[config.mk]
export PLATFORM = sky130hd
export DESIGN_NAME = wb_cmd_master_flat
export DESIGN_NICKNAME = d
export VERILOG_FILES = /design/src/rtl/wb_cmd_master_if.sv /design/src/rtl/wb_cmd_master.sv /design/src/flat_wrapper.sv
export SDC_FILE = /design/constraint.sdc
export NUM_CORES = 1
export LEC_CHECK = 0
export ABC_AREA = 0
export CAP_MARGIN = 40
export CELL_PAD_IN_SITES_DETAIL_PLACEMENT = 1
export CELL_PAD_IN_SITES_GLOBAL_PLACEMENT = 1
export CORE_ASPECT_RATIO = 1.4
export CORE_UTILIZATION = 44
export DETAILED_ROUTE_END_ITERATION = 10
export GPL_ROUTABILITY_DRIVEN = 0
export PLACE_DENSITY = 0.89
export SLEW_MARGIN = 20
export SYNTH_ARGS = -nofsm -noshare
export SYNTH_HDL_FRONTEND = slang
export SYNTH_SLANG_ARGS = --single-unit
[constraint.sdc]
create_clock -name clk_i -period 8.2 [get_ports clk_i]
set_input_delay 1.64 -clock clk_i [delete_from_list [all_inputs] [get_ports clk_i]]
set_output_delay 1.64 -clock clk_i [all_outputs]
set_load 0.01 [all_outputs]
[src/rtl/wb_cmd_master_if.sv]
// Command, response and Wishbone signals of wb_cmd_master.
// master: the bus master's view; slave: the environment's view.
interface wb_cmd_master_if #(
    parameter int ADDR_WIDTH = 16,
    parameter int DATA_WIDTH = 32,
    parameter int SEL_WIDTH  = DATA_WIDTH / 8
);
    logic                  cmd_valid_i;
    logic                  cmd_ready_o;
    logic                  cmd_we_i;
    logic [ADDR_WIDTH-1:0] cmd_adr_i;
    logic [DATA_WIDTH-1:0] cmd_dat_i;
    logic [SEL_WIDTH-1:0]  cmd_sel_i;

    logic                  rsp_valid_o;
    logic                  rsp_ready_i;
    logic [DATA_WIDTH-1:0] rsp_dat_o;
    logic                  rsp_err_o;
    logic                  rsp_tmo_o;

    logic                  cyc_o;
    logic                  stb_o;
    logic                  we_o;
    logic [ADDR_WIDTH-1:0] adr_o;
    logic [DATA_WIDTH-1:0] dat_o;
    logic [SEL_WIDTH-1:0]  sel_o;
    logic [DATA_WIDTH-1:0] dat_i;
    logic                  ack_i;
    logic                  err_i;
    logic                  stall_i;

    modport master (
        input  cmd_valid_i, cmd_we_i, cmd_adr_i, cmd_dat_i, cmd_sel_i,
        input  rsp_ready_i, dat_i, ack_i, err_i, stall_i,
        output cmd_ready_o, rsp_valid_o, rsp_dat_o, rsp_err_o, rsp_tmo_o,
        output cyc_o, stb_o, we_o, adr_o, dat_o, sel_o
    );

    modport slave (
        output cmd_valid_i, cmd_we_i, cmd_adr_i, cmd_dat_i, cmd_sel_i,
        output rsp_ready_i, dat_i, ack_i, err_i, stall_i,
        input  cmd_ready_o, rsp_valid_o, rsp_dat_o, rsp_err_o, rsp_tmo_o,
        input  cyc_o, stb_o, we_o, adr_o, dat_o, sel_o
    );
endinterface

[src/rtl/wb_cmd_master.sv]
// Pipelined Wishbone B4 master: command stream in, bus cycles out,
// one in-order response per command through a small response FIFO.
module wb_cmd_master #(
    parameter int ADDR_WIDTH = 16,
    parameter int DATA_WIDTH = 32,
    parameter int GRANULE    = 8,
    parameter int RSP_DEPTH  = 4,
    parameter int TIMEOUT    = 256
) (
    input logic             clk_i,
    input logic             rst_i,
    wb_cmd_master_if.master bus
);
    localparam int SEL_WIDTH = DATA_WIDTH / GRANULE;
    localparam int PW        = $clog2(RSP_DEPTH);
    localparam int CW        = PW + 1;
    localparam int TW        = $clog2(TIMEOUT + 1);

    typedef enum logic [1:0] {
        IDLE,
        BUS,
        FLUSH
    } state_e;

    state_e                state_q, state_d;
    logic                  cyc_q, cyc_d;
    logic                  stb_q, stb_d;
    logic                  we_q, we_d;
    logic [ADDR_WIDTH-1:0] adr_q, adr_d;
    logic [DATA_WIDTH-1:0] dat_q, dat_d;
    logic [SEL_WIDTH-1:0]  sel_q, sel_d;
    logic [CW-1:0]         out_q, out_d;
    logic [TW-1:0]         tmr_q, tmr_d;

    logic [RSP_DEPTH-1:0]  owe_q, owe_d;
    logic [PW-1:0]         owr_q, owr_d;
    logic [PW-1:0]         ord_q, ord_d;

    logic [DATA_WIDTH-1:0] mdat_q [RSP_DEPTH];
    logic [DATA_WIDTH-1:0] mdat_d [RSP_DEPTH];
    logic [RSP_DEPTH-1:0]  merr_q, merr_d;
    logic [RSP_DEPTH-1:0]  mtmo_q, mtmo_d;
    logic [PW-1:0]         wr_q, wr_d;
    logic [PW-1:0]         rd_q, rd_d;
    logic [CW-1:0]         cnt_q, cnt_d;

    logic                  ready;
    logic                  accept;
    logic                  issue;
    logic                  retire;
    logic                  pop;
    logic                  tmo_hit;
    logic                  rsp_valid;
    logic [CW:0]           inflight;
    logic                  push;
    logic                  push_err;
    logic                  push_tmo;
    logic [DATA_WIDTH-1:0] push_dat;

    // Every accepted command holds a FIFO slot until its response is popped.
    assign inflight = {1'b0, out_q} + {{CW{1'b0}}, stb_q} + {1'b0, cnt_q};
    assign ready    = ~rst_i & (state_q != FLUSH)
                    & (~stb_q | ~bus.stall_i)
                    & (inflight < (CW+1)'(RSP_DEPTH));
    assign accept   = bus.cmd_valid_i & ready;
    assign issue    = stb_q & ~bus.stall_i;
    assign retire   = (state_q == BUS) & (out_q != '0)
                    & (bus.ack_i | bus.err_i);
    assign rsp_valid = cnt_q != '0;
    assign pop      = rsp_valid & bus.rsp_ready_i;
    assign tmo_hit  = (state_q == BUS) & (out_q != '0)
                    & ~issue & ~retire
                    & (tmr_q == TW'(TIMEOUT - 1));

    always_comb begin
        state_d  = state_q;
        cyc_d    = cyc_q;
        stb_d    = stb_q;
        we_d     = we_q;
        adr_d    = adr_q;
        dat_d    = dat_q;
        sel_d    = sel_q;
        out_d    = out_q;
        tmr_d    = '0;
        owe_d    = owe_q;
        owr_d    = owr_q;
        ord_d    = ord_q;
        push     = 1'b0;
        push_err = 1'b0;
        push_tmo = 1'b0;
        push_dat = '0;

        unique case (state_q)
            IDLE: begin
                if (accept) begin
                    state_d = BUS;
                    cyc_d   = 1'b1;
                    stb_d   = 1'b1;
                    we_d    = bus.cmd_we_i;
                    adr_d   = bus.cmd_adr_i;
                    dat_d   = bus.cmd_dat_i;
                    sel_d   = bus.cmd_sel_i;
                end
            end
            BUS: begin
                if (retire) begin
                    push     = 1'b1;
                    push_err = bus.err_i;
                    push_dat = (bus.err_i | owe_q[ord_q]) ? '0 : bus.dat_i;
                    ord_d    = ord_q + PW'(1);
                end
                if (issue) begin
                    owe_d[owr_q] = we_q;
                    owr_d        = owr_q + PW'(1);
                    stb_d        = 1'b0;
                end
                if (accept) begin
                    stb_d = 1'b1;
                    we_d  = bus.cmd_we_i;
                    adr_d = bus.cmd_adr_i;
                    dat_d = bus.cmd_dat_i;
                    sel_d = bus.cmd_sel_i;
                end
                out_d = out_q + CW'(issue) - CW'(retire);
                if (!issue && !retire && out_q != '0) begin
                    tmr_d = tmr_q + TW'(1);
                end
                // Abort: pending strobe and a same-cycle accept also get error responses.
                if (tmo_hit) begin
                    state_d = FLUSH;
                    cyc_d   = 1'b0;
                    stb_d   = 1'b0;
                    out_d   = out_q + CW'(stb_q) + CW'(accept);
                    tmr_d   = '0;
                    owr_d   = '0;
                    ord_d   = '0;
                end else if (!stb_d && out_d == '0) begin
                    state_d = IDLE;
                    cyc_d   = 1'b0;
                end
            end
            FLUSH: begin
                push     = 1'b1;
                push_err = 1'b1;
                push_tmo = 1'b1;
                out_d    = out_q - CW'(1);
                if (out_q == CW'(1)) begin
                    state_d = IDLE;
                end
            end
            default: begin
                state_d = IDLE;
                cyc_d   = 1'b0;
                stb_d   = 1'b0;
            end
        endcase
    end

    always_comb begin
        mdat_d = mdat_q;
        merr_d = merr_q;
        mtmo_d = mtmo_q;
        wr_d   = wr_q;
        rd_d   = rd_q;
        if (push) begin
            mdat_d[wr_q] = push_dat;
            merr_d[wr_q] = push_err;
            mtmo_d[wr_q] = push_tmo;
            wr_d         = wr_q + PW'(1);
        end
        if (pop) begin
            rd_d = rd_q + PW'(1);
        end
        cnt_d = cnt_q + CW'(push) - CW'(pop);
    end

    always_ff @(posedge clk_i or posedge rst_i) begin
        if (rst_i) begin
            state_q <= IDLE;
            cyc_q   <= 1'b0;
            stb_q   <= 1'b0;
            we_q    <= 1'b0;
            adr_q   <= '0;
            dat_q   <= '0;
            sel_q   <= '0;
            out_q   <= '0;
            tmr_q   <= '0;
            owe_q   <= '0;
            owr_q   <= '0;
            ord_q   <= '0;
            mdat_q  <= '{default: '0};
            merr_q  <= '0;
            mtmo_q  <= '0;
            wr_q    <= '0;
            rd_q    <= '0;
            cnt_q   <= '0;
        end else begin
            state_q <= state_d;
            cyc_q   <= cyc_d;
            stb_q   <= stb_d;
            we_q    <= we_d;
            adr_q   <= adr_d;
            dat_q   <= dat_d;
            sel_q   <= sel_d;
            out_q   <= out_d;
            tmr_q   <= tmr_d;
            owe_q   <= owe_d;
            owr_q   <= owr_d;
            ord_q   <= ord_d;
            mdat_q  <= mdat_d;
            merr_q  <= merr_d;
            mtmo_q  <= mtmo_d;
            wr_q    <= wr_d;
            rd_q    <= rd_d;
            cnt_q   <= cnt_d;
        end
    end

    assign bus.cmd_ready_o = ready;
    assign bus.cyc_o       = cyc_q;
    assign bus.stb_o       = stb_q;
    assign bus.we_o        = we_q;
    assign bus.adr_o       = adr_q;
    assign bus.dat_o       = dat_q;
    assign bus.sel_o       = sel_q;
    assign bus.rsp_valid_o = rsp_valid;
    assign bus.rsp_dat_o   = rsp_valid ? mdat_q[rd_q] : '0;
    assign bus.rsp_err_o   = rsp_valid & merr_q[rd_q];
    assign bus.rsp_tmo_o   = rsp_valid & mtmo_q[rd_q];
endmodule

[src/flat_wrapper.sv]
// flat-port wrapper written by rule: the top's interface ports become plain ports
module wb_cmd_master_flat 
#(
    parameter int ADDR_WIDTH = 16,
    parameter int DATA_WIDTH = 32,
    parameter int GRANULE    = 8,
    parameter int RSP_DEPTH  = 4,
    parameter int TIMEOUT    = 256
)
  (clk_i, rst_i, bus_cmd_valid_i, bus_cmd_we_i, bus_cmd_adr_i, bus_cmd_dat_i, bus_cmd_sel_i, bus_rsp_ready_i, bus_dat_i, bus_ack_i, bus_err_i, bus_stall_i, bus_cmd_ready_o, bus_rsp_valid_o, bus_rsp_dat_o, bus_rsp_err_o, bus_rsp_tmo_o, bus_cyc_o, bus_stb_o, bus_we_o, bus_adr_o, bus_dat_o, bus_sel_o);
  wb_cmd_master_if #(.ADDR_WIDTH(ADDR_WIDTH), .DATA_WIDTH(DATA_WIDTH), .SEL_WIDTH((4))) bus_i ();
  input logic clk_i;
  input logic rst_i;
  input wire logic [$bits(bus_i.cmd_valid_i)-1:0] bus_cmd_valid_i;
  input wire logic [$bits(bus_i.cmd_we_i)-1:0] bus_cmd_we_i;
  input wire logic [$bits(bus_i.cmd_adr_i)-1:0] bus_cmd_adr_i;
  input wire logic [$bits(bus_i.cmd_dat_i)-1:0] bus_cmd_dat_i;
  input wire logic [$bits(bus_i.cmd_sel_i)-1:0] bus_cmd_sel_i;
  input wire logic [$bits(bus_i.rsp_ready_i)-1:0] bus_rsp_ready_i;
  input wire logic [$bits(bus_i.dat_i)-1:0] bus_dat_i;
  input wire logic [$bits(bus_i.ack_i)-1:0] bus_ack_i;
  input wire logic [$bits(bus_i.err_i)-1:0] bus_err_i;
  input wire logic [$bits(bus_i.stall_i)-1:0] bus_stall_i;
  output wire logic [$bits(bus_i.cmd_ready_o)-1:0] bus_cmd_ready_o;
  output wire logic [$bits(bus_i.rsp_valid_o)-1:0] bus_rsp_valid_o;
  output wire logic [$bits(bus_i.rsp_dat_o)-1:0] bus_rsp_dat_o;
  output wire logic [$bits(bus_i.rsp_err_o)-1:0] bus_rsp_err_o;
  output wire logic [$bits(bus_i.rsp_tmo_o)-1:0] bus_rsp_tmo_o;
  output wire logic [$bits(bus_i.cyc_o)-1:0] bus_cyc_o;
  output wire logic [$bits(bus_i.stb_o)-1:0] bus_stb_o;
  output wire logic [$bits(bus_i.we_o)-1:0] bus_we_o;
  output wire logic [$bits(bus_i.adr_o)-1:0] bus_adr_o;
  output wire logic [$bits(bus_i.dat_o)-1:0] bus_dat_o;
  output wire logic [$bits(bus_i.sel_o)-1:0] bus_sel_o;
  assign bus_i.cmd_valid_i = bus_cmd_valid_i;
  assign bus_i.cmd_we_i = bus_cmd_we_i;
  assign bus_i.cmd_adr_i = bus_cmd_adr_i;
  assign bus_i.cmd_dat_i = bus_cmd_dat_i;
  assign bus_i.cmd_sel_i = bus_cmd_sel_i;
  assign bus_i.rsp_ready_i = bus_rsp_ready_i;
  assign bus_i.dat_i = bus_dat_i;
  assign bus_i.ack_i = bus_ack_i;
  assign bus_i.err_i = bus_err_i;
  assign bus_i.stall_i = bus_stall_i;
  assign bus_cmd_ready_o = bus_i.cmd_ready_o;
  assign bus_rsp_valid_o = bus_i.rsp_valid_o;
  assign bus_rsp_dat_o = bus_i.rsp_dat_o;
  assign bus_rsp_err_o = bus_i.rsp_err_o;
  assign bus_rsp_tmo_o = bus_i.rsp_tmo_o;
  assign bus_cyc_o = bus_i.cyc_o;
  assign bus_stb_o = bus_i.stb_o;
  assign bus_we_o = bus_i.we_o;
  assign bus_adr_o = bus_i.adr_o;
  assign bus_dat_o = bus_i.dat_o;
  assign bus_sel_o = bus_i.sel_o;
  wb_cmd_master #(.ADDR_WIDTH(ADDR_WIDTH), .DATA_WIDTH(DATA_WIDTH), .GRANULE(GRANULE), .RSP_DEPTH(RSP_DEPTH), .TIMEOUT(TIMEOUT)) u_core (.clk_i(clk_i), .rst_i(rst_i), .bus(bus_i));
endmodule
==> metrics, run 1 <==
Yosys top cell by area=dfrtp_1; Detailed Routing Iterations Pass 1=4; Hold Crit Start=u_core.tmr_q[0]$_DFF_PP0_; setup_tns=0 ns; synth unique cells=50; met2 routed WL=14390 um; M1 WL=9809 um; vias in the first global route=7679; sequential-to-total area share from yosys stat=53.33%; Rows=65; # hold bufs at CTS=0; Peak VDD IR=0.0002250 V; status=finished clean; Clock Latency Late Sink=0.51 ns; layout cells sized above 1=31.98%; reg-to-reg setup timing slack=4.87 ns; Syn Area/Cell=14.42 sq um; CTS Sinks=220; count of flip-flops with a built-in enable after synthesis=0; top cells by area, synth=dfrtp_1 (53%), mux2_2 (21%), mux4_2 (7.6%); antenna cell count=0; P_leak=5.966 nW; min cycle time layout=5.064 ns; Synth top cells by count=dfrtp_1 (220), mux2_2 (192), and2_1 (35), mux4_2 (35), nor3b_1 (32); core area=22770 sq um; number of buffers created by CTS=23; Worst R2R End=u_core.state_q[0]$_DFFE_PP0P_; number of I/O port buffers=182; die area=24090 sq um; WP data required=6.56 ns; Setup Crit Path Kind=input pin to primary output; clock skew=0.01262 ns; Slew @ Worst Pin=0.8116 ns; Chip Width=131.5 um; crit-path max FO=3; origin of the critical flop-to-flop path=u_core.out_q[1]$_DFFE_PP0N_; yosys warns=0; WL met3=1134 um; Synth Instances=716; initial antenna violation count=0; cells resized by post-CTS repair=0; path category of the worst min-delay check=flip-flop to flip-flop; share of the synthesized area in the top cell type=53.33%; count leader, synth=dfrtp_1; Synth-to-Final Area Change=28.81%; Ports=183; largest net degree at the start of global routing=88; RSZ-0062 raised after global routing=false; fin util=58.39%; total wire length=25830 um; global-route wire length before repair=41900 um; htree depth=1; period utilization=61.75%; crit path launch type=input pin; R2R depth=12; fmax=0.1975 GHz; Fillers=2186; Slew HR=45.89%; DR top layer=met4; final hold violations=0; die height=183.2 um; WP data arrival=3.42 ns; final-stage net count=1012; DRT iter0 DRCs=290; CP startpoint=rst_i; Post-Syn Area=10320 sq um; Hold Path End=u_core.tmr_q[0]$_DFF_PP0_; root buffer cell=clkbuf_16; grt total ovfl=0; total track usage=22.12%; # Post-CTS Setup Buffers=0; Clock Path Buffers=3; Final Power=3.813 mW; final setup fails=0; WL/cell=21.33 um; Initial Util=45.33%; post-route ant nets=0; #FFs+latches synth=220; fin. max-slew vios=0; clock slew at reported path FFs=0.06 ns; CTS tree=built; Avg Vias per Cell=5.378; dpl cell area=12520 sq um; Main synth FF type=dfrtp_1; hold path cells=1; syn_nets=835; Post-synth ARST share=100.0%; max_cap viols=0; DRC=0; pwr dens=286.8 nW/um^2; post-route design area=13300 sq um; DR vias=6513; Worst setup EP type=primary output; Post-DP HPWL=17390 um
-- stage by stage --
step,std cells,hold slack [ns],setup slack [ns]
after global placement,1161,0.4676,3.225
after CTS,1210,0.4864,3.113
after floorplan,716,0.4479,0.5389
final,1211,0.4910,3.136
after detailed placement,1168,0.4785,3.201
after global routing,1211,0.5105,3.089
-- per-layer routing --
metal / global-route usage [%] / vias to the layer above
li1: - / 2924
met5: 0 / -
met2: 43.01 / 160
met3: 3.621 / 32
met1: 24.65 / 3397
met4: 5.953 / 0
-- how the worst max path moves through the flow --
stage / endpoint / slack, ns / cells after the start
3_3_place_gp: bus_cmd_ready_o / 3.22 / 4
2_1_floorplan: u_core.bus.adr_o[0]$_DFFE_PP0P_ / 0.54 / 1
4_1_cts: bus_cmd_ready_o / 3.11 / 4
6_report: bus_cmd_ready_o / 3.14 / 4
5_1_grt: bus_cmd_ready_o / 3.09 / 4
3_5_place_dp: bus_cmd_ready_o / 3.20 / 4
-- placed cells by master (no fill, tap or decap), types with 3 or more instances in the layout --
cell type and n:
a21oi_1 4, a31oi_1 3, and2_1 35, and3b_2 4, buf_12 3, buf_16 4
buf_4 6, clkbuf_1 4, clkbuf_16 23, clkbuf_8 3, clkdlybuf4s50_1 182, clkinv_2 8
dfrtp_1 218, ha_1 25, inv_1 21, mux2_1 3, mux2_2 192, mux4_2 35
nand2_1 10, nand2b_1 3, nand3_1 3, nand4_1 3, nor2_1 16, nor2b_1 4
nor3b_1 32, o211ai_1 4, o21ai_0 4, or3_1 3, xnor2_1 10, xor2_1 6
-- power breakdown --
part	internal [mW]	switching, mW
sequential	1.30	0.182
combinational	0.698	0.587
clock	0.608	0.434
-- registers in the layout, summed over array words and instances, names as in the netlist, 2 cells and up --
signal            flops
u_core.owe_q          4
u_core.mtmo_q         4
u_core.out_q          3
u_core.owr_q          2
u_core.mdat_q       128
u_core.rd_q           2
u_core.wr_q           2
u_core.bus.adr_o     16
u_core.ord_q          2
u_core.bus.dat_o     32
u_core.cnt_q          3
u_core.tmr_q          9
u_core.state_q        2
u_core.bus.sel_o      4
u_core.merr_q         4
-- cell families (layout without fill, tap and decap cells) --
group                    Yosys count  in the layout  share of synthesized area [%]
AND/OR/NAND/NOR                  123            123                          7.467
XOR/XNOR                          17             17                          1.576
buffers and inverters             66            260                          2.824
AO/OA/AOI/OAI                     31             31                          2.279
multiplexers                     232            232                          29.10
flip-flops                       220            220                          53.33
adder cells (fa/ha/maj)           27             27                          3.418
-- cell type report --
| class | count | area (sq um) | share of cell area [%] |
|---|---|---|---|
| sequential | 220 | 5508 | 41.42 |
| multi-input combinational | 430 | 4531 | 34.07 |
| timing repair buffer | 196 | 2042 | 15.36 |
| clock buffer | 30 | 631.9 | 4.752 |
| tap | 301 | 376.6 | 2.832 |
| clock inverter | 12 | 117.6 | 0.8845 |
| inverter | 22 | 90.09 | 0.6775 |
-- critical path, stage by stage --
cell             delay [ns]
clkdlybuf4s50_1        0.53
or3_1                  0.40
a211oi_1               0.23
clkdlybuf4s50_1        0.62
Power figures use the tool's default switching activity.
==> run 2, diff against run 1 <==
Clock period 8.2 ns to 4.8 ns, I/O delays scaled along.
==> run 2 against run 1 <==
  * Non-clock buffer count shrank 1
  * Combinational power grew 68%
  * Largest power group unchanged
  * Highest routed layer is now met5
  * Final area grew 0.27%
==> metrics, run 2 (synthesis gave the netlist of run 1 again) <==
number of I/O port buffers=182 (unchanged); Clock Path Buffers=3 (unchanged); CTS tree=built (unchanged); period utilization=78.83%; initial antenna violation count=1 (was 0); max_cap viols=0 (unchanged); Most Used Layer, Global Route=met2 (unchanged); Slew @ Worst Pin=0.8207 ns (was 0.8116 ns); cells resized by post-CTS repair=0 (unchanged); Hold Crit Start=u_core.tmr_q[0]$_DFF_PP0_ (unchanged); final setup fails=0 (unchanged); cells along the critical path=buf_12 > mux4_2 > and2_1 > clkdlybuf4s50_1 (was clkdlybuf4s50_1 > or3_1 > a211oi_1 > clkdlybuf4s50_1); M1 GR Usage=24.86% (was 24.65%); Detailed Routing Iterations Pass 1=4 (unchanged); met2 usage=40.78% (was 43.01%); Crit-path slowest cell=dfrtp_2 (was clkdlybuf4s50_1); WP data required=3.84 ns (was 6.56 ns); Chip Width=131.5 um (unchanged); R2R depth=12 (unchanged); global-route wire length before repair=41340 um (was 41900 um); antenna cell count=0 (unchanged); fin. max-slew vios=0 (unchanged); Slew HR=45.29% (was 45.89%); clock slew at reported path FFs=0.06 ns (about the same); P_leak=5.966 nW (about the same); Setup Crit Path Kind=flip-flop to primary output (was input pin to primary output); root buffer cell=clkbuf_16 (unchanged); Rows=65 (unchanged); M3 GR Usage=4.754% (was 3.621%); clock skew=0.01184 ns (was 0.01262 ns); die area=24090 sq um (unchanged); Post-DP HPWL=16550 um (was 17390 um); RSZ-0062 raised after global routing=false (unchanged); commonest non-fill, non-tap cell in the layout=dfrtp_1 (unchanged); CTS Sinks=220 (unchanged); fmax=0.2643 GHz; crit-path leading delay family=flip-flops (was buffers and inverters); Initial Util=45.33% (unchanged); hold path cells=1 (unchanged); # Post-CTS Setup Buffers=0 (unchanged); Hold Path End=u_core.tmr_q[0]$_DFF_PP0_ (unchanged); reg-to-reg setup timing slack=1.47 ns (was 4.87 ns); crit-path max FO=20 (was 3); Buf/Inv on CP=2 (unchanged); DRT iter0 DRCs=181 (was 290); Ports=183 (unchanged); DRC=0 (unchanged); number of buffers created by CTS=24 (was 23); max reg flops=128 (unchanged); CP max stage delay=0.84 ns (was 0.62 ns); setup_tns=0 ns (unchanged); Worst setup EP type=primary output (unchanged); Avg Vias per Cell=5.397 (was 5.378); htree depth=1 (unchanged); Final Power=6.606 mW (was 3.813 mW); status=finished clean (unchanged); largest net degree at the start of global routing=136 (was 88); total wire length=25240 um (was 25830 um); pwr dens=495.5 nW/um^2 (was 286.8 nW/um^2); die height=183.2 um (unchanged); fin util=58.55% (was 58.39%); layout cells sized above 1=32.20% (was 31.98%); DR vias=6536 (was 6513); vias in the first global route=7685 (was 7679); final-stage net count=1012 (unchanged); Synth-to-Final Area Change=29.16% (was 28.81%); WL/cell=20.84 um (was 21.33 um); worst hold margin=0.4990 ns (was 0.4910 ns); Clock Latency Late Sink=0.51 ns (about the same); core area=22770 sq um (unchanged); origin of the critical flop-to-flop path=u_core.out_q[1]$_DFFE_PP0N_ (unchanged); grt total ovfl=0 (unchanged); total track usage=21.73% (was 22.12%); post-route ant nets=0 (unchanged); most frequent cells in the layout=dfrtp_1 (218), mux2_2 (192), clkdlybuf4s50_1 (182), mux4_2 (35), and2_1 (35) (unchanged); # hold bufs at CTS=0 (unchanged); final hold violations=0 (unchanged); path category of the worst min-delay check=flip-flop to flip-flop (unchanged); WP data arrival=2.82 ns (was 3.42 ns); crit path launch type=flip-flop (was input pin); Worst R2R End=u_core.state_q[0]$_DFFE_PP0P_ (unchanged); min cycle time layout=3.784 ns; most flop-heavy register=u_core.mdat_q (unchanged); Peak VDD IR=0.0003630 V (was 0.0002250 V)
run 2: how the worst max path moves through the flow:
stage                                     from                         endpoint  slack (ns)  cells after the start
finish              u_core.rd_q[0]$_DFFE_PP0P_                 bus_rsp_dat_o[7]        1.02                      4
global route        u_core.rd_q[0]$_DFFE_PP0P_                 bus_rsp_dat_o[7]        0.82                      4
CTS                 u_core.rd_q[0]$_DFFE_PP0P_                 bus_rsp_dat_o[7]        0.92                      4
detailed placement                   bus_err_i    u_core.state_q[0]$_DFFE_PP0P_        0.76                     11
global placement                     bus_err_i    u_core.state_q[0]$_DFFE_PP0P_        0.87                     11
floorplan                                rst_i  u_core.bus.adr_o[0]$_DFFE_PP0P_        0.97                      1
run 2: area by class of cell:
class / count / area (sq um)
well taps: 301 / 376.6
multi-input cells: 430 / 4531
inverters: 22 / 86.33
flip-flops and latches: 220 / 5508
clock inverters: 11 / 112.6
repair buffers: 195 / 2017
clock buffers: 32 / 701.9
fillers: 2168 / 9439
run 2: report_power, final:
| group | switching, mW | leakage [nW] | total, mW | internal [mW] |
|---|---|---|---|---|
| sequential | 0.331 | 2.94 | 2.56 | 2.23 |
| combinational | 0.970 | 2.63 | 2.17 | 1.20 |
| clock | 0.747 | 0.399 | 1.88 | 1.13 |
| total | 2.05 | 5.97 | 6.61 | 4.56 |
run 2: metal layers:
layer | up-vias | wire length [um]
li1 | 2906 | -
met2 | 177 | 13740
met4 | 2 | 386
met3 | 36 | 1401
met5 | - | 11
met1 | 3415 | 9700
run 2: per-stage QoR:
stage,worst slack [ns],instance area [sq um],instances
final,1.016,13330,1211
after floorplan,0.9719,10330,716
after global placement,0.8717,12410,1162
after CTS,0.9210,13330,1210
after global routing,0.8199,13330,1211
after detailed placement,0.7615,12510,1167
==> RTL change 1, RTL diff (settings of run 2) <==
Make the reset (`rst_i`) synchronous in one clocked block.
--- a/src/rtl/wb_cmd_master.sv
+++ b/src/rtl/wb_cmd_master.sv
@@ -174,7 +174,7 @@
         cnt_d = cnt_q + CW'(push) - CW'(pop);
     end
 
-    always_ff @(posedge clk_i or posedge rst_i) begin
+    always_ff @(posedge clk_i) begin
         if (rst_i) begin
             state_q <= IDLE;
             cyc_q   <= 1'b0;
Behaviour: differs if rst_i is asserted again (counterexample within 4 cycles, from zero or initial values and one cycle with rst_i high); with rst_i held inactive, the same outputs for 4 cycles.
==> RTL change 1 against run 2 <==
Cell area down 6.9%; die area down 5.5%; sequential share of layout area down 5.8 points; count of clock-buffer cells in the layout down 2; fmax up 0.99%; sequential cell count unchanged; setup slack better by 0.037 ns; wire length up 23%; utilization down 1.6 points; area after synthesis down 5.6%.
Power is not compared: it rests on default switching activity, and its combinational part moved more than twofold at a synthesized area within 25%.
==> RTL change 1: results (changes against run 2) <==
CP startpoint=u_core.rd_q[0]; post-cts repair resize count=0 (unchanged); Synth cell types=42 (-16%); Largest register FFs=128 (unchanged); crit-path max cell delay=0.69 ns (-0.15 ns); Worst path top cell family by delay=buffers and inverters; status=completed; CTS max path bufs=3 (unchanged); reg2reg start=u_core.out_q[1]; share of layout cells above drive strength 1=7.90% (-24 points); critical path peak fanout=17 (-15%); Worst-Skew Late Latency=0.52 ns; Crit path arrival time=2.79 ns (-0.03 ns); hpwl dp=18.4 mm (+11%); main area contributors after synthesis=dfxtp_1, a21oi_1, nand2_1, mux4_2, nand3_1; Worst VDD drop=277 µV; Min-Delay Path Class=reg -> reg; Post-DP Area=0.0116 mm² (-7.0%); vias per cell=5.68 (+5.2%); vias in the first global route=9538 (+24%); # fillers=2546 (+17%); global-route wire length before repair=49.0 mm (+18%); total track usage=27.0% (+5.3 points); slowest stage cell, crit path=dfxtp_2; post-synth net total=1254 (+50%); register bank with the most flops=u_core.mdat_q; DR WL/cell=19.6 µm (-5.8%); DRT Pass-1 Iters=9 (+5); hold_sp=u_core.bus.dat_o[10]; Max Clock Skew=0.0188 ns (+0.00694 ns); htree depth=1 (unchanged); FFs w/ async S/R, synth=0% (-100 points); top cells by count, synth=nand2_1, dfxtp_1, a21oi_1; ys flop type=dfxtp_1; Ys Warns=0 (unchanged); Clock transition at path regs=0.06 ns (about the same); Static Leak=4.18 nW; Slew HR=40.6% (-4.7 points); initial antenna violation count=0 (-1); antenna cells=0 (unchanged); register area share after synthesis=45.2% (-8.1 points); cts bufs inserted=23 (-4.2%); CTS root buffer=clkbuf_16; fin nets=1383 (+37%); Post-CTS Setup Bufs=0 (unchanged); largest net degree at the start of global routing=129 (-5.1%); Iter 0 DRT Violations=660 (+260%); Overflow after GRT=0 (unchanged); # port buffers=182 (unchanged)
## RTL change 1: layout make-up
| cell class | count | area [µm²] | share of cell area (%) |
|---|---|---|---|
| Tap cell | 297 | 372 | 2.99 |
| Multi-Input combinational cell | 798 | 4760 | 38.4 |
| Inverter | 21 | 78.8 | 0.635 |
| Sequential cell | 220 | 4410 | 35.5 |
| Clock buffer | 30 | 652 | 5.25 |
| Timing Repair Buffer | 200 | 2020 | 16.3 |
| Clock inverter | 10 | 115 | 0.928 |
## RTL change 1: path summary, 6_finish.rpt
| check | to | slack [ns] | cells past startpoint |
|---|---|---|---|
| setup / recovery | bus_rsp_dat_o[14] | 1.05 | 4 |
| hold / removal | u_core.bus.dat_o[10] | 0.45 | 2 |
| setup reg to reg | u_core.state_q[0] | 1.66 | 13 |
| hold reg to reg | u_core.bus.dat_o[10] | 0.45 | 2 |
## RTL change 1: through the flow
step                      hold WS [ns]  cells  setup WS (ns)
final                            0.453   1576           1.05
after detailed placement         0.444   1536          0.767
after CTS                        0.453   1576           1.01
after global routing             0.469   1576          0.927
after global placement           0.438   1533          0.915
after floorplan                  0.430   1135           1.47
## RTL change 1: layer usage
layer  global-route usage (%)  wire length (µm)  part of all wire (%)  vias to the layer above
met4                     12.2              1150                   3.7                        0
met3                     3.87              1660                   5.4                       90
met5                        0                 0                     0                        -
met1                     29.4             11500                    37                     4417
met2                     51.2             16600                    54                      327
li1                         -                 -                     -                     4112
## RTL change 1: worst register-to-register path: stages, from the launching register on
cell	delay, ns
dfxtp_1	0.37
inv_1	0.19
ha_1	0.18
nand2b_1	0.10
and3_1	0.24
ha_1	0.30
inv_1	0.04
ha_1	0.18
fa_1	0.39
xor2_1	0.24
xor2_1	0.18
nand4_1	0.19
a31oi_1	0.27
mux2i_1	0.21
## RTL change 1: kinds of logic (layout without fill, tap and decap cells)
| kind of cell | count (synthesis) | count (layout) | synth area share (%) |
|---|---|---|---|
| and+or+nand+nor | 503 | 503 | 23.3 |
| AOI/OAI and AO/OA | 214 | 214 | 11.9 |
| xor gates and xnor gates | 16 | 16 | 1.44 |
| adders and majority gates | 27 | 27 | 3.70 |
| buffers and inverters | 117 | 261 | 6.02 |
| muxes | 38 | 38 | 8.41 |
| DFF | 220 | 220 | 45.2 |
## RTL change 1: report_power, final
| part | switching, mW | total [mW] | internal, mW | leakage, nW |
|---|---|---|---|---|
| registers | 0.102 | 2.01 | 1.91 | 1.78 |
| clock network | 0.753 | 1.82 | 1.07 | 0.383 |
| logic | 0.494 | 0.911 | 0.417 | 2.02 |
| total | 1.35 | 4.74 | 3.39 | 4.18 |
==> RTL change 2, RTL diff (config.mk and constraints of run 2) <==
Without the edit above. `TIMEOUT` is set to 256 in 2 places; all go to 512.
--- a/src/rtl/wb_cmd_master.sv
+++ b/src/rtl/wb_cmd_master.sv
@@ -5,7 +5,7 @@
     parameter int DATA_WIDTH = 32,
     parameter int GRANULE    = 8,
     parameter int RSP_DEPTH  = 4,
-    parameter int TIMEOUT    = 256
+    parameter int TIMEOUT    = 512
 ) (
     input logic             clk_i,
     input logic             rst_i,
--- a/src/flat_wrapper.sv
+++ b/src/flat_wrapper.sv
@@ -5,7 +5,7 @@
     parameter int DATA_WIDTH = 32,
     parameter int GRANULE    = 8,
     parameter int RSP_DEPTH  = 4,
-    parameter int TIMEOUT    = 256
+    parameter int TIMEOUT    = 512
 )
   (clk_i, rst_i, bus_cmd_valid_i, bus_cmd_we_i, bus_cmd_adr_i, bus_cmd_dat_i, bus_cmd_sel_i, bus_rsp_ready_i, bus_dat_i, bus_ack_i, bus_err_i, bus_stall_i, bus_cmd_ready_o, bus_rsp_valid_o, bus_rsp_dat_o, bus_rsp_err_o, bus_rsp_tmo_o, bus_cyc_o, bus_stb_o, bus_we_o, bus_adr_o, bus_dat_o, bus_sel_o);
   wb_cmd_master_if #(.ADDR_WIDTH(ADDR_WIDTH), .DATA_WIDTH(DATA_WIDTH), .SEL_WIDTH((4))) bus_i ();
Function: no difference found for any inputs over 4 cycles, from zero or initial values and one cycle with rst_i high; that may be too few to reach the edited logic, so the function may still have changed.
==> RTL change 2 against run 2 <==
Sequential power up 23%; area after synthesis decreased by 2.4%; power increased by 26%; count of clock-buffer cells in the layout increased by 1; sequential share of layout area increased by 1.5 points; critical endpoint is now bus_rsp_dat_o[2]; register-to-register slack got worse by 0.21 ns; synthesized cell count grew 20%; largest cell class unchanged; first-iteration DRC count grew 61%; setup slack improved by 0.034 ns; critical path type unchanged; cell area down 3.1%; utilization fell by 1.2 points; clock skew increased by 0.0063 ns; highest routed layer is now met4; sequential cell count up 1; largest power group is now combinational logic; wire length up 4.5%.
==> RTL change 2: results (changes against run 2) <==
crit-path max cell delay=0.76 ns (-0.08 ns); global-route wire length before repair=43.3 mm (+4.7%); worst-margin pin slew=0.797 ns (-0.0237 ns); register area share after synthesis=54.9% (+1.6 points); Setup crit end=bus_rsp_dat_o[2]; Max Clock Skew=0.0182 ns (+0.00631 ns); post-synth net total=977 (+17%); fin worst setup slack=1.05 ns (+0.0337 ns); initial antenna violation count=0 (-1); Hold Crit Depth=2 (+1); post-synthesis mux area share=14.7% (-14 points); sequential power=3.15 mW (+23%); hpwl dp=17.5 mm (+5.5%); # fillers=2353 (+8.5%); Hold Path End=u_core.mdat_q[31]; reg2reg path depth=13 (+1); Iter 0 DRT Violations=292 (+61%); main area contributors after synthesis=dfrtp_1, mux4_2, mux2_2, nand2_1, o21ai_1; vias in the first global route=8170 (+6.3%); Synth Area in Compound Gates=8.89% (+6.6 points); DR WL/cell=19.6 µm (-5.8%); pre-CTS setup slack=0.726 ns (-0.0359 ns); fin nets=1145 (+13%); hold_sp=u_core.mdat_q[31]; share of layout cells above drive strength 1=17.1% (-15 points); Synth cell types=52 (+4.0%); vias per cell=5.31 (-1.5%); xor/xnor cell area share of the yosys netlist=1.57% (-0.011 points); CTS root buffer=clkbuf_16; Static Leak=5.57 nW (-6.6%); Worst VDD drop=369 µV (+1.5%); CP startpoint=u_core.rd_q[0]; R2R Setup Slk=1.26 ns (-0.21 ns); top cells by count, synth=dfrtp_1, nand2_1, o21ai_1; switch share=34.3% (+3.3 points); status=completed; Worst path top cell family by delay=buffers and inverters; largest net degree at the start of global routing=88 (-35%)
RTL change 2: final cells by class:
cell class / instances / area share [%]
well taps: 301 / 2.91
multi-input cells: 565 / 32.5
repair buffers: 195 / 15.2
clock buffers: 33 / 5.29
clock inverters: 8 / 0.629
flip-flops and latches: 221 / 42.8
inverters: 21 / 0.639
RTL change 2: routing by layer:
metal | up-vias | share of wire (%) | track usage (%)
met5 | - | 0 | 0
met4 | 0 | 1.8 | 5.02
met3 | 37 | 4.7 | 4.09
met2 | 167 | 55 | 44.5
met1 | 3653 | 38 | 27.5
li1 | 3286 | - | -
RTL change 2: per-stage QoR:
step / cells / power (mW) / area, µm² / hold WS (ns)
6_report: 1344 / 8.30 / 12900 / 0.477
5_1_grt: 1344 / 8.80 / 12900 / 0.504
4_1_cts: 1344 / 8.41 / 12900 / 0.484
3_5_place_dp: 1303 / 6.53 / 12200 / 0.470
3_3_place_gp: 1303 / 6.28 / 12200 / 0.455
2_1_floorplan: 859 / 5.07 / 10100 / 0.445
